## src/rtl/clock_pkg.sv

```systemverilog
// Shared types and default timing constants for the per-key button blocks.
package clock_pkg;

    // Classifier FSM states.
    typedef enum logic [1:0] {
        IDLE  = 2'd0,
        PRESS = 2'd1,
        HELD  = 2'd2
    } btn_state_t;

    // 20 ms debounce window and 1 s long-press threshold at 50 MHz.
    localparam int unsigned DEB_20MS_50MHZ = 1_000_000;
    localparam int unsigned LONG_1S_50MHZ  = 50_000_000;

endpackage

```

## src/rtl/button_press_classifier_if.sv

```systemverilog
// Key input and classified press outputs of one pushbutton channel.
interface button_press_classifier_if;

    logic key_n;    // raw active-low key level
    logic B_S;      // short-press pulse
    logic B_L;      // long-press pulse
    logic pressed;  // debounced held level

    // Environment side: drives the key, observes the results.
    modport master (
        output key_n,
        input  B_S,
        input  B_L,
        input  pressed
    );

    // Classifier side.
    modport slave (
        input  key_n,
        output B_S,
        output B_L,
        output pressed
    );

endinterface

```

## src/rtl/key_debouncer.sv

```systemverilog
// Synchronizes a raw active-low key and accepts a level change only after it
// has been stable for DEBOUNCE_CYCLES consecutive cycles.
module key_debouncer
    import clock_pkg::*;
#(
    parameter int unsigned DEBOUNCE_CYCLES = DEB_20MS_50MHZ
) (
    input  logic clk_50MHz,
    input  logic rst_n,
    input  logic key_n,
    output logic pressed,
    output logic rise       // high in the cycle before pressed goes 0 -> 1
);

    localparam int unsigned DW = (DEBOUNCE_CYCLES > 1) ? $clog2(DEBOUNCE_CYCLES) : 1;

    logic          sync1;
    logic          sync2;
    logic          key_s;   // registered, active-high synchronized key
    logic [DW-1:0] deb_cnt;
    logic          expire;

    // The differing level has now been seen for the full window.
    assign expire = (key_s != pressed) && (deb_cnt == DW'(DEBOUNCE_CYCLES - 1));
    assign rise   = expire & ~pressed;

    // Synchronizer chain, inversion stage and debounce counter.
    always_ff @(posedge clk_50MHz or negedge rst_n) begin
        if (!rst_n) begin
            sync1   <= 1'b1;
            sync2   <= 1'b1;
            key_s   <= 1'b0;
            deb_cnt <= '0;
            pressed <= 1'b0;
        end else begin
            sync1 <= key_n;
            sync2 <= sync1;
            key_s <= ~sync2;
            if (key_s == pressed) begin
                deb_cnt <= '0;
            end else if (expire) begin
                pressed <= ~pressed;
                deb_cnt <= '0;
            end else begin
                deb_cnt <= deb_cnt + DW'(1);
            end
        end
    end

endmodule

```

## src/rtl/button_press_classifier.sv

```systemverilog
// Turns one bouncing active-low pushbutton into single-cycle short-press (B_S)
// and long-press (B_L) pulses plus a debounced held level.
module button_press_classifier
    import clock_pkg::*;
#(
    parameter int unsigned DEBOUNCE_CYCLES = DEB_20MS_50MHZ,
    parameter int unsigned LONG_CYCLES     = LONG_1S_50MHZ
) (
    input  logic                      clk_50MHz,
    input  logic                      rst_n,
    button_press_classifier_if.slave  btn
);

    localparam int unsigned HW = (LONG_CYCLES > 1) ? $clog2(LONG_CYCLES) : 1;

    btn_state_t    state;
    logic [HW-1:0] hold_cnt;
    logic          pressed;
    logic          rise;
    logic          b_s;
    logic          b_l;

    key_debouncer #(
        .DEBOUNCE_CYCLES (DEBOUNCE_CYCLES)
    ) u_key_debouncer (
        .clk_50MHz (clk_50MHz),
        .rst_n     (rst_n),
        .key_n     (btn.key_n),
        .pressed   (pressed),
        .rise      (rise)
    );

    assign btn.pressed = pressed;
    assign btn.B_S     = b_s;
    assign btn.B_L     = b_l;

    // Press classifier: hold_cnt starts on the edge where pressed rises, so
    // B_L lands LONG_CYCLES edges later; release is seen one cycle after the
    // fall, and in PRESS it is tested first so a coinciding release wins.
    always_ff @(posedge clk_50MHz or negedge rst_n) begin
        if (!rst_n) begin
            state    <= IDLE;
            hold_cnt <= '0;
            b_s      <= 1'b0;
            b_l      <= 1'b0;
        end else begin
            b_s <= 1'b0;
            b_l <= 1'b0;
            case (state)
                IDLE: begin
                    if (rise) begin
                        state    <= PRESS;
                        hold_cnt <= '0;
                    end
                end
                PRESS: begin
                    if (!pressed) begin
                        state <= IDLE;
                        b_s   <= 1'b1;
                    end else if (hold_cnt == HW'(LONG_CYCLES - 1)) begin
                        state <= HELD;
                        b_l   <= 1'b1;
                    end else begin
                        hold_cnt <= hold_cnt + HW'(1);
                    end
                end
                HELD: begin
                    if (!pressed) begin
                        state <= IDLE;
                    end
                end
                default: begin
                    state <= IDLE;
                end
            endcase
        end
    end

endmodule

```

## src/flat_wrapper.sv

```systemverilog
// flat-port wrapper written by rule: the top's interface ports become plain ports
module button_press_classifier_flat import clock_pkg::*;
#(
    parameter int unsigned DEBOUNCE_CYCLES = DEB_20MS_50MHZ,
    parameter int unsigned LONG_CYCLES     = LONG_1S_50MHZ
)
  (clk_50MHz, rst_n, btn_key_n, btn_B_S, btn_B_L, btn_pressed);
  button_press_classifier_if btn_i ();
  input  logic clk_50MHz;
  input  logic rst_n;
  input wire logic [$bits(btn_i.key_n)-1:0] btn_key_n;
  output wire logic [$bits(btn_i.B_S)-1:0] btn_B_S;
  output wire logic [$bits(btn_i.B_L)-1:0] btn_B_L;
  output wire logic [$bits(btn_i.pressed)-1:0] btn_pressed;
  assign btn_i.key_n = btn_key_n;
  assign btn_B_S = btn_i.B_S;
  assign btn_B_L = btn_i.B_L;
  assign btn_pressed = btn_i.pressed;
  button_press_classifier #(.DEBOUNCE_CYCLES(DEBOUNCE_CYCLES), .LONG_CYCLES(LONG_CYCLES)) u_core (.clk_50MHz(clk_50MHz), .rst_n(rst_n), .btn(btn_i));
endmodule
```

## config.mk

```make
export PLATFORM = sky130hd
export DESIGN_NAME = button_press_classifier_flat
export DESIGN_NICKNAME = d
export VERILOG_FILES = /design/src/rtl/clock_pkg.sv /design/src/rtl/button_press_classifier_if.sv /design/src/rtl/key_debouncer.sv /design/src/rtl/button_press_classifier.sv /design/src/flat_wrapper.sv
export SDC_FILE = /design/constraint.sdc
export NUM_CORES = 1
export LEC_CHECK = 0
export ABC_AREA = 0
export BUFFER_PORTS_ARGS = -buffer_cell sky130_fd_sc_hd__buf_2
export CAP_MARGIN = 40
export CORE_AREA = 2 2 94 96
export DETAILED_ROUTE_END_ITERATION = 6
export DIE_AREA = 0 0 96 98
export PLACE_DENSITY = 0.5
export SYNTH_ARGS = -nofsm -noshare
export SYNTH_HDL_FRONTEND = slang
export SYNTH_SLANG_ARGS = --single-unit
```

## constraint.sdc

```tcl
create_clock -name clk_50MHz -period 4.05 [get_ports clk_50MHz]
set_clock_uncertainty 0.1 [all_clocks]
set_input_delay 0.6075 -clock clk_50MHz [delete_from_list [all_inputs] [get_ports clk_50MHz]]
set_output_delay 0.6075 -clock clk_50MHz [all_outputs]
set_load 0.03 [all_outputs]
```

======== After elaboration in Yosys (flattened, before gate mapping) ========
Index checks and enable logic that the tools add are counted.
storage, ports and cells
  register bits ........................... 54
  bits of input ports ..................... 3
  output and inout bits ................... 3
  word-level logic and storage cells ...... 48
operators by class
  add/subtract/negate cells ............... 2
  eq/ne operators ......................... 11
  muxes and demuxes ....................... 16
  bitwise gates (word level) .............. 4
  reduce and logical (&&, ||, !) cells .... 6
operators with widths
  cell                                                   number
  2-to-1 mux 26 bit                                      3
  case mux 26 bit (2 select lines)                       1
  2-to-1 mux 20 bit                                      2
  adder 26 x 1 -> 26 bit, second input constant          1
  equality test 26 bit, second input constant            1
  adder 20 x 1 -> 20 bit, second input constant          1
  equality test 20 bit, second input constant            1
  2-to-1 mux 2 bit                                       4
  inequality test 2 bit, second input constant           3
  case mux 2 bit (3 select lines)                        1
  2-to-1 mux 1 bit                                       5
  AND reduction 4 bit                                    1
  inequality test 3 x 2 -> 1 bit, second input constant  1
  NOT 1 bit                                              3
  AND reduction 3 bit                                    1
  equality test 2 x 1 -> 1 bit, second input constant    1
  equality test 2 bit, second input constant             1
  logical NOT 2 bit                                      1
  inequality test 2 x 1 -> 1 bit, second input constant  1
  AND reduction 2 bit                                    1
  nonzero test 2 bit                                     1
  bitwise AND 1 bit                                      1
  equality test 1 bit                                    1
  logical AND 1 bit                                      1
  inequality test 1 bit                                  1

======== Logic depth before layout (Yosys ltp) ========
Gate-level depths: netlist (run 1).
  depth in word-level cells ............... 5
  gate-level depth with buffers ........... 9
  gate-level depth less buffers ........... 7

======== Cells and area by module ========
A second synthesis (run 1) with hierarchy kept.
unflattened totals
  cells, all modules ...................... 301
  area total of the unflattened synthesis .. 2981.6 um2
modules (own cells, without submodules)
  module                   instances  cells each  area each (um2)  sequential area each (um2)
  button_press_classifier  1          188         1776.7           750.7
  key_debouncer            1          113         1204.9           603.1

======== Worst setup path before layout (run 1) ========
OpenSTA, ideal clock, no wires.
  path type ............................... register to register
  from .................................... reg u_core.u_key_debouncer.deb_cnt[15]
  to ...................................... reg u_core.hold_cnt[9]
  library setup time ...................... 0.126 ns
  data arrival time ....................... 1.944 ns
  data required time ...................... 3.824 ns
  path slack .............................. 1.880 ns
  cell stages (with the launch flop) ...... 7
  path buffers ............................ 1
  clock period less this slack ............ 2.170 ns
  cell sequence ........................... dfrtp_1 > or4b_1 > nor4_2 > nand4b_1 > and2_1 > buf_6 > a221o_1
between the ends
  cells in the longest elaborated chain, start to end .. 5
ends and longest elaborated chain
  element                                          RTL line                       text
  from (decl)                                      key_debouncer.sv:20            logic [DW-1:0] deb_cnt;
  from (signal assigned)                           key_debouncer.sv:45            deb_cnt <= deb_cnt + DW'(1);
  equality test 20 bit                             key_debouncer.sv:24            assign expire = (key_s != pressed) && (deb_cnt == DW'(DEBOUNCE_CYCLES - 1));
  logical AND 1 bit                                key_debouncer.sv:24
  bitwise AND 1 bit                                key_debouncer.sv:25            assign rise = expire & ~pressed;
  inequality test 2 x 1 -> 1 bit (no source line)  n/a
  AND reduction 4 bit (no source line)             n/a
  to (signal assigned)                             button_press_classifier.sv:64  hold_cnt <= hold_cnt + HW'(1);
  to (decl)                                        button_press_classifier.sv:17  logic [HW-1:0] hold_cnt;
Every way passes these cells.
A chain may end at the register's enable or synchronous reset.

======== Worst setup path in the final report (run 1) ========
  from .................................... reg u_core.u_key_debouncer.deb_cnt[15]
  to ...................................... reg u_core.hold_cnt[1]
The elaborated chain is that of the path after synthesis.

==> impl_metrics.prom, run 1 <==
# TYPE chip_impl_metric gauge
chip_impl_info{name="cts_root_buffer",value="clkbuf_8"} 1
chip_impl_metric{name="post_cts_resize_count",unit=""} 0
chip_impl_metric{name="post_layout_nonfiller_instances",unit=""} 395
chip_impl_metric{name="via_count_of_the_first_global_routing_pass",unit=""} 2064
chip_impl_metric{name="timing_worst_slew_pin_value",unit="ns"} 0.7718
chip_impl_metric{name="synth.area.mux_share",unit="%"} 1.097
chip_impl_metric{name="critPathArrivalTime",unit="ns"} 2.63
chip_impl_metric{name="initial_cell_density_of_the_core",unit="%"} 33.68
chip_impl_metric{name="complex_gate_fraction_of_the_synthesized_area",unit="%"} 12.86
chip_impl_metric{name="synth_cells",unit=""} 287
chip_impl_info{name="outcome",value="complete, no violations"} 1
chip_impl_info{name="synth_largest_area_cell",value="dfrtp_1"} 1
chip_impl_metric{name="synth_seq_cells",unit=""} 54
chip_impl_info{name="ys_top_cells_by_area",value="dfrtp_1 (46%), a31oi_1 (4.2%), nor2_1 (3.8%)"} 1
chip_impl_metric{name="period_utilization",unit="%"} 61.66
chip_impl_metric{name="hold_viol_final",unit=""} 0
chip_impl_metric{name="async_set_or_reset_flop_fraction_in_the_synthesized_netlist",unit="%"} 100.0
chip_impl_info{name="grt_setup_unrepaired",value="false"} 1
chip_impl_metric{name="detail_route.drc_violations",unit=""} 0
chip_impl_metric{name="critical_path.max_fanout",unit=""} 22
chip_impl_metric{name="route.detailed.vias_per_inst",unit=""} 5.418
chip_impl_info{name="slowest_stage_cell_on_the_critical_path",value="or4b_1"} 1
chip_impl_info{name="largest_register",value="u_core.hold_cnt"} 1
chip_impl_metric{name="design.portCount",unit=""} 6
chip_impl_metric{name="route.final.wire_length",unit="mm"} 6.123
chip_impl_info{name="min-delay-path-class",value="in -> async"} 1
chip_impl_metric{name="cp_data_required_time",unit="ns"} 4.19
chip_impl_metric{name="vdd.ir_drop.worst",unit="uV"} 144.6
chip_impl_metric{name="largest_register_ffs",unit=""} 26
chip_impl_metric{name="post-cts-setup-buffers",unit=""} 0
chip_impl_metric{name="routabilityCongestion",unit=""} 0.8266
chip_impl_metric{name="place_inst",unit=""} 387
chip_impl_metric{name="route.antenna.remaining_nets",unit=""} 0
chip_impl_metric{name="cts_max_path_buffers",unit=""} 2
chip_impl_info{name="path_class",value="reg -> reg"} 1
chip_impl_metric{name="tot_pwr",unit="W"} 0.0008995
chip_impl_metric{name="antenna_cells_inserted",unit=""} 0
chip_impl_metric{name="initialDrtViolationCount",unit=""} 143
chip_impl_metric{name="cts.reportedPaths.clkPinSlew",unit="ns"} 0.10
chip_impl_metric{name="total_track_usage",unit="%"} 14.30
chip_impl_metric{name="detail_route.wl_per_cell",unit="um"} 15.50
chip_impl_metric{name="final_nets",unit=""} 291
chip_impl_metric{name="post_synth_simple_gate_area",unit="%"} 26.24
chip_impl_metric{name="number_of_buffers_created_by_cts",unit=""} 5
chip_impl_metric{name="grt_start_max_net_pins",unit=""} 31
chip_impl_metric{name="cts.sinks",unit=""} 54
chip_impl_metric{name="layout-drive-gt1-share",unit="%"} 12.20
chip_impl_metric{name="timing_max_transition_violations_final",unit=""} 0
chip_impl_metric{name="grt_first_pass_wirelength",unit="mm"} 10.66
chip_impl_metric{name="finalSetupTns",unit="ns"} 0
chip_impl_metric{name="synth.net_count",unit=""} 292
chip_impl_metric{name="row_count",unit=""} 34
chip_impl_metric{name="ys_warn_count",unit=""} 0
chip_impl_metric{name="synth_enable_flop_cells",unit=""} 0
chip_impl_metric{name="cts_htree_levels",unit=""} 2
chip_impl_metric{name="fin_crit",unit="ns"} 2.497
chip_impl_metric{name="fin_ws",unit="ns"} 1.553
chip_impl_metric{name="vias",unit=""} 2140
chip_impl_info{name="clock_tree_from_tritoncts",value="built"} 1
chip_impl_metric{name="setup_viol",unit=""} 0
chip_impl_metric{name="dp_worst_setup_slack",unit="ns"} 1.517
chip_impl_metric{name="insertion_delay",unit="ns"} 0.30
chip_impl_metric{name="floorplan.die_area",unit="um^2"} 9408
chip_impl_metric{name="place_hpwl",unit="mm"} 4.141
chip_impl_metric{name="cpPeakStageDelay",unit="ns"} 0.55
chip_impl_info{name="start_kind",value="flip-flop"} 1
chip_impl_info{name="largest_family_of_logic_cells_by_synthesized_area",value="simple AND/OR/NAND/NOR gates"} 1
chip_impl_metric{name="core_area",unit="um^2"} 8466
chip_impl_info{name="critical_path.cell_chain",value="or4b_1 -> nor4_2 -> nand4b_1 -> and2_1 -> inv_2 -> mux2i_1"} 1
chip_impl_info{name="synth_top_flop_cell",value="dfrtp_1"} 1
chip_impl_metric{name="number_of_antenna_violations_at_the_first_check_in_global_routing",unit=""} 0
chip_impl_metric{name="io_buffers",unit=""} 5
chip_impl_info{name="endpoint_type_of_the_worst_setup_path",value="flip-flop"} 1
chip_impl_metric{name="post_synth_adder_cell_area",unit="%"} 0.8776
chip_impl_metric{name="syn-cell-area",unit="um^2"} 2851
chip_impl_metric{name="global_route.overflow_total",unit=""} 0
chip_impl_info{name="cpLargestDelayFamily",value="simple AND/OR/NAND/NOR gates"} 1
chip_impl_metric{name="synthXorXnorAreaFrac",unit="%"} 5.836
chip_impl_metric{name="die_x",unit="um"} 96
chip_impl_metric{name="synthesis.area_per_instance",unit="um^2"} 9.935
chip_impl_info{name="synthTopCellsByCount",value="dfrtp_1 (52), nor2_1 (29), nand2_1 (25)"} 1
chip_impl_metric{name="first_pass_iters",unit=""} 4
chip_impl_metric{name="layout_overhead_on_the_synthesized_area",unit="%"} 5.134
chip_impl_info{name="reg.largest.list",value="u_core.hold_cnt: 26 flops, u_core.u_key_debouncer.deb_cnt: 20 flops, u_core.state: 2 flops"} 1
chip_impl_info{name="yosys.cell_count.top_type",value="dfrtp_1"} 1
chip_impl_metric{name="fmax_achieved",unit="MHz"} 400.5
chip_impl_metric{name="postCtsHoldBufs",unit=""} 0
chip_impl_metric{name="leakage_power_summed_over_all_cells",unit="nW"} 1.209
chip_impl_metric{name="power.density_cell_area",unit="nW/um^2"} 300.0
chip_impl_metric{name="synthDominantCellAreaShare",unit="%"} 45.63
chip_impl_metric{name="worst_slew_margin_rel",unit="%"} 48.08
chip_impl_metric{name="chipHeight",unit="um"} 98
chip_impl_metric{name="max-cap-violations",unit=""} 0
chip_impl_metric{name="timing.critical_path.buf_inv",unit=""} 1
chip_impl_metric{name="synthDistinctLibCells",unit=""} 53
chip_impl_metric{name="yosysSeqAreaShare",unit="%"} 47.48
[logic make-up after synthesis]
logic type	after synthesis
AND/OR/NAND/NOR	139
flip-flops	54
AO/OA/AOI/OAI	49
buffers and inverters	21
XOR/XNOR	19
multiplexers	3
adder cells (fa/ha/maj)	2
[metal layers]
layer | GRT usage (%) | routed length [um] | part of all wire (%) | up-vias
li1 | - | - | - | 1052
met1 | 22.33 | 3150 | 51 | 1055
met3 | 2.315 | 182 | 3.0 | 6
met4 | 3.846 | 57 | 0.93 | 0
met2 | 20.41 | 2732 | 45 | 27
met5 | 0 | 0 | 0 | -
[cell type report]
cell class                 count  area [um^2]
sequential                    54         1354
fill                         840         5468
inverter                       5        18.77
clock buffer                   7        96.34
multi-input combinational    212         1338
clock inverter                 1        8.758
tap                          108        135.1
timing repair buffer           8        47.55
[worst paths after layout]
| check | start | endpoint | slack [ns] | depth (start not counted) |
|---|---|---|---|---|
| worst min register to register | u_core.u_key_debouncer.sync1$_DFF_PN1_ | u_core.u_key_debouncer.sync2$_DFF_PN1_ | 0.26 | 0 |
| max in group asynchronous | rst_n | u_core.u_key_debouncer.sync2$_DFF_PN1_ | 2.78 | 2 |
| worst max-delay path | u_core.u_key_debouncer.deb_cnt[15]$_DFF_PN0_ | u_core.hold_cnt[1]$_DFFE_PN0P_ | 1.55 | 6 |
| min in group clk_50MHz | u_core.u_key_debouncer.sync1$_DFF_PN1_ | u_core.u_key_debouncer.sync2$_DFF_PN1_ | 0.26 | 0 |
| worst max register to register | u_core.u_key_debouncer.deb_cnt[15]$_DFF_PN0_ | u_core.hold_cnt[1]$_DFFE_PN0P_ | 1.55 | 6 |
| worst min-delay path | rst_n | u_core.u_key_debouncer.deb_cnt[3]$_DFF_PN0_ | 0.23 | 1 |
[where the power goes]
group	internal (W)	switching, W
Sequential	0.000543	0.00000289
Clock	0.000157	0.000176
Combinational	0.00000453	0.0000160
[cells in the final DEF, fill, tap and decap left out, drive strengths merged, types with 9 or more instances in the layout]
| master | netlist | final |
|---|---|---|
| xor2 | 9 | 9 |
| xnor2 | 10 | 10 |
| nor3 | 9 | 9 |
| a31oi | 19 | 19 |
| nand2 | 25 | 25 |
| nor2 | 29 | 29 |
| dfrtp | 52 | 52 |
| nand4 | 16 | 16 |
| nand3 | 19 | 19 |
| and3 | 9 | 9 |
[metrics by stage]
step	util, %	hold slack, ns	cell area, um^2
floorplan	-	0.2119	2851
global placement	34.17	0.2486	2893
detailed placement	34.17	0.2523	2893
CTS	35.41	0.2634	2998
global route	35.41	0.2620	2998
finish	35.41	0.2333	2998
No activity file was read; power rests on OpenSTA's default activity.
==> run 2: changes to the inputs <==
- PLACE_DENSITY: 0.5 -> 0.51
- clock period: 4.05 -> 2.1 ns (I/O delays scaled with it)
==> run 2 against run 1 <==
The flow now finishes with violations (setup timing). Worst hold slack better by 0.025 ns. Final area up 16%. Clock-buffer cell count down 1. Sequential cell count unchanged. Combinational power up 150%. Sequential share of layout area down 6.1 points. Highest routed layer unchanged.
==> impl_metrics.prom, run 2 (synthesized netlist as in run 1, its figures left out) <==
# TYPE chip_impl_metric gauge
chip_impl_metric{name="vdd.ir_drop.worst",unit="uV"} 251.8
chip_impl_info{name="start_kind",value="flip-flop"} 1
chip_impl_metric{name="vias",unit=""} 2282
chip_impl_metric{name="setup_viol",unit=""} 7
chip_impl_metric{name="chipHeight",unit="um"} 98
chip_impl_metric{name="power.density_cell_area",unit="nW/um^2"} 527.9
chip_impl_metric{name="floorplan.die_area",unit="um^2"} 9408
chip_impl_info{name="clock_tree_from_tritoncts",value="built"} 1
chip_impl_metric{name="route.antenna.remaining_nets",unit=""} 0
chip_impl_metric{name="place_inst",unit=""} 435
chip_impl_metric{name="timing_max_transition_violations_final",unit=""} 0
chip_impl_metric{name="final_nets",unit=""} 344
chip_impl_info{name="final_common_cell",value="dfrtp_1"} 1
chip_impl_info{name="mostFrequentLayoutCells",value="dfrtp_1 (52), buf_4 (50), nor2_1 (29), nand2_1 (25)"} 1
chip_impl_metric{name="num-fill-cells",unit=""} 842
chip_impl_metric{name="cts.sinks",unit=""} 54
chip_impl_metric{name="fin_crit",unit="ns"} 2.190
chip_impl_metric{name="routabilityCongestion",unit=""} 0.8029
chip_impl_info{name="endpoint_type_of_the_worst_setup_path",value="flip-flop"} 1
chip_impl_metric{name="global_route.overflow_total",unit=""} 0
chip_impl_metric{name="cts_htree_levels",unit=""} 2
chip_impl_info{name="cts_root_buffer",value="clkbuf_8"} 1
chip_impl_metric{name="cp_data_required_time",unit="ns"} 2.20
chip_impl_metric{name="insertion_delay",unit="ns"} 0.32
chip_impl_metric{name="period_utilization",unit="%"} 104.3
chip_impl_metric{name="max-cap-violations",unit=""} 0
chip_impl_metric{name="seq_power_share",unit="%"} 57.6
chip_impl_metric{name="cts_max_path_buffers",unit=""} 2
chip_impl_metric{name="dp_worst_setup_slack",unit="ns"} -0.2106
chip_impl_metric{name="route.final.wire_length",unit="mm"} 6.432
chip_impl_metric{name="internal-power",unit="W"} 0.001449
chip_impl_metric{name="antenna_cells_inserted",unit=""} 0
chip_impl_metric{name="route.detailed.vias_per_inst",unit=""} 5.105
chip_impl_metric{name="layout_overhead_on_the_synthesized_area",unit="%"} 21.63
chip_impl_metric{name="combinational_group_share_of_total_power",unit="%"} 2.8
chip_impl_metric{name="largest_register_ffs",unit=""} 26
chip_impl_metric{name="post_layout_nonfiller_instances",unit=""} 447
chip_impl_metric{name="initial_cell_density_of_the_core",unit="%"} 33.68
chip_impl_metric{name="grt_start_max_net_pins",unit=""} 26
chip_impl_info{name="outcome",value="finished, violations left"} 1
chip_impl_metric{name="timing_worst_slew_pin_value",unit="ns"} 0.4723
chip_impl_metric{name="share_clk_of_total_power",unit="%"} 39.6
chip_impl_metric{name="finalSetupTns",unit="ns"} -0.3602
chip_impl_metric{name="p_switching",unit="W"} 0.0003819
chip_impl_metric{name="worst_slew_margin_rel",unit="%"} 68.39
chip_impl_metric{name="number_of_antenna_violations_at_the_first_check_in_global_routing",unit=""} 0
chip_impl_info{name="min-delay-path-class",value="reg -> reg"} 1
chip_impl_metric{name="leakage_power_summed_over_all_cells",unit="nW"} 1.528
chip_impl_metric{name="io_buffers",unit=""} 5
chip_impl_info{name="largest_register",value="u_core.hold_cnt"} 1
chip_impl_metric{name="switching_share",unit="%"} 20.86
chip_impl_metric{name="fmax_achieved",unit="MHz"} 456.6
chip_impl_metric{name="critical_path.max_fanout",unit=""} 5
chip_impl_info{name="path_class",value="reg -> reg"} 1
chip_impl_metric{name="die_x",unit="um"} 96
chip_impl_metric{name="total_track_usage",unit="%"} 15.10
chip_impl_metric{name="number_of_buffers_created_by_cts",unit=""} 5
chip_impl_metric{name="detail_route.wl_per_cell",unit="um"} 14.39
chip_impl_info{name="failed_checks",value="setup timing"} 1
chip_impl_info{name="grt_setup_unrepaired",value="true"} 1
chip_impl_metric{name="initialDrtViolationCount",unit=""} 130
chip_impl_metric{name="critPathArrivalTime",unit="ns"} 2.29
chip_impl_metric{name="layout-drive-gt1-share",unit="%"} 26.25
chip_impl_metric{name="place_hpwl",unit="mm"} 4.539
chip_impl_metric{name="via_count_of_the_first_global_routing_pass",unit=""} 2377
chip_impl_metric{name="grt_first_pass_wirelength",unit="mm"} 11.27
chip_impl_metric{name="first_pass_iters",unit=""} 4
chip_impl_metric{name="detail_route.drc_violations",unit=""} 0
chip_impl_metric{name="hold_viol_final",unit=""} 0
chip_impl_metric{name="row_count",unit=""} 34
chip_impl_metric{name="core_area",unit="um^2"} 8466
chip_impl_metric{name="fin_ws",unit="ns"} -0.09003
chip_impl_metric{name="design.portCount",unit=""} 6
chip_impl_info{name="reg.largest.list",value="u_core.hold_cnt: 26 flops, u_core.u_key_debouncer.deb_cnt: 20 flops, u_core.state: 2 flops"} 1
chip_impl_metric{name="cts.reportedPaths.clkPinSlew",unit="ns"} 0.10
## run 2: cell count changes in the layout (fill, tap and decap cells not counted), moves of 2 or more
| cell | previous run | this run |
|---|---|---|
| buf_6 | 0 | 2 |
| buf_12 | 0 | 2 |
| buf_4 | 3 | 50 |
| dlygate4sd3_1 | 0 | 2 |
## run 2: final timing paths
check | cells past startpoint | startpoint | to | slack (ns)
worst max-delay path | 6 | u_core.u_key_debouncer.deb_cnt[6]$_DFF_PN0_ | u_core.hold_cnt[9]$_DFFE_PN0P_ | -0.09
worst min-delay path | 0 | u_core.u_key_debouncer.sync1$_DFF_PN1_ | u_core.u_key_debouncer.sync2$_DFF_PN1_ | 0.26
worst max register to register | 6 | u_core.u_key_debouncer.deb_cnt[6]$_DFF_PN0_ | u_core.hold_cnt[9]$_DFFE_PN0P_ | -0.09
worst min register to register | 0 | u_core.u_key_debouncer.sync1$_DFF_PN1_ | u_core.u_key_debouncer.sync2$_DFF_PN1_ | 0.26
max in group asynchronous | 3 | rst_n | u_core.u_key_debouncer.sync1$_DFF_PN1_ | 0.94
min in group asynchronous | 2 | rst_n | u_core.hold_cnt[18]$_DFFE_PN0P_ | 0.33
## run 2: layout make-up
type / count / area [um^2] / area share (%)
tap: 108 / 135.1 / 3.896
sequential: 54 / 1354 / 39.03
timing repair buffer: 61 / 483.0 / 13.92
multi-input combinational: 212 / 1363 / 39.29
clock inverter: 1 / 30.03 / 0.8658
clock buffer: 6 / 82.58 / 2.381
inverter: 5 / 21.27 / 0.6133
## run 2: through the flow
stage                     hold WS, ns  power [W]  utilization [%]  instance area [um^2]
after floorplan              -0.08059   0.001088                -                  2851
after global placement         0.1496   0.001125            38.72                  3278
after detailed placement       0.1500   0.001125            38.72                  3278
after CTS                      0.2596   0.001858            40.79                  3453
after global routing           0.2627   0.001903            40.97                  3468
final                          0.2585   0.001831            40.97                  3468
## run 2: timing repair
action / CTS / global route
endpoints found under the setup margin: 27 / 27
buffers inserted: 1 / 2
hold buffers: 2 / 0
hold endpoints to repair: 14 / 0
pin swaps: 10 / 3
gates resized for setup: 8 / 0
## run 2: metal layers
layer | vias up | track usage (%) | share of wire [%]
met1 | 1095 | 20.78 | 49
li1 | 1156 | - | -
met4 | 0 | 4.505 | 1.4
met3 | 7 | 2.623 | 2.0
met5 | - | 0 | 0
met2 | 24 | 24.15 | 48
## run 2: worst max-delay path: stages (launching register included)
cell	delay [ns]
dfrtp_1	0.39
or4bb_4	0.56
nor4_4	0.30
nand4b_1	0.15
and2_4	0.18
buf_6	0.13
a221o_1	0.30
## run 2: power by group through the flow
| stage | registers, W | logic [W] | clock network, W |
|---|---|---|---|
| 2_1_floorplan | 0.00107 | 0.0000148 | 0 |
| 3_3_place_gp | 0.00107 | 0.0000509 | 0 |
| 3_5_place_dp | 0.00107 | 0.0000508 | 0 |
| 4_1_cts | 0.00105 | 0.0000538 | 0.000750 |
| 5_1_grt | 0.00106 | 0.0000593 | 0.000787 |
| 6_report | 0.00105 | 0.0000509 | 0.000726 |
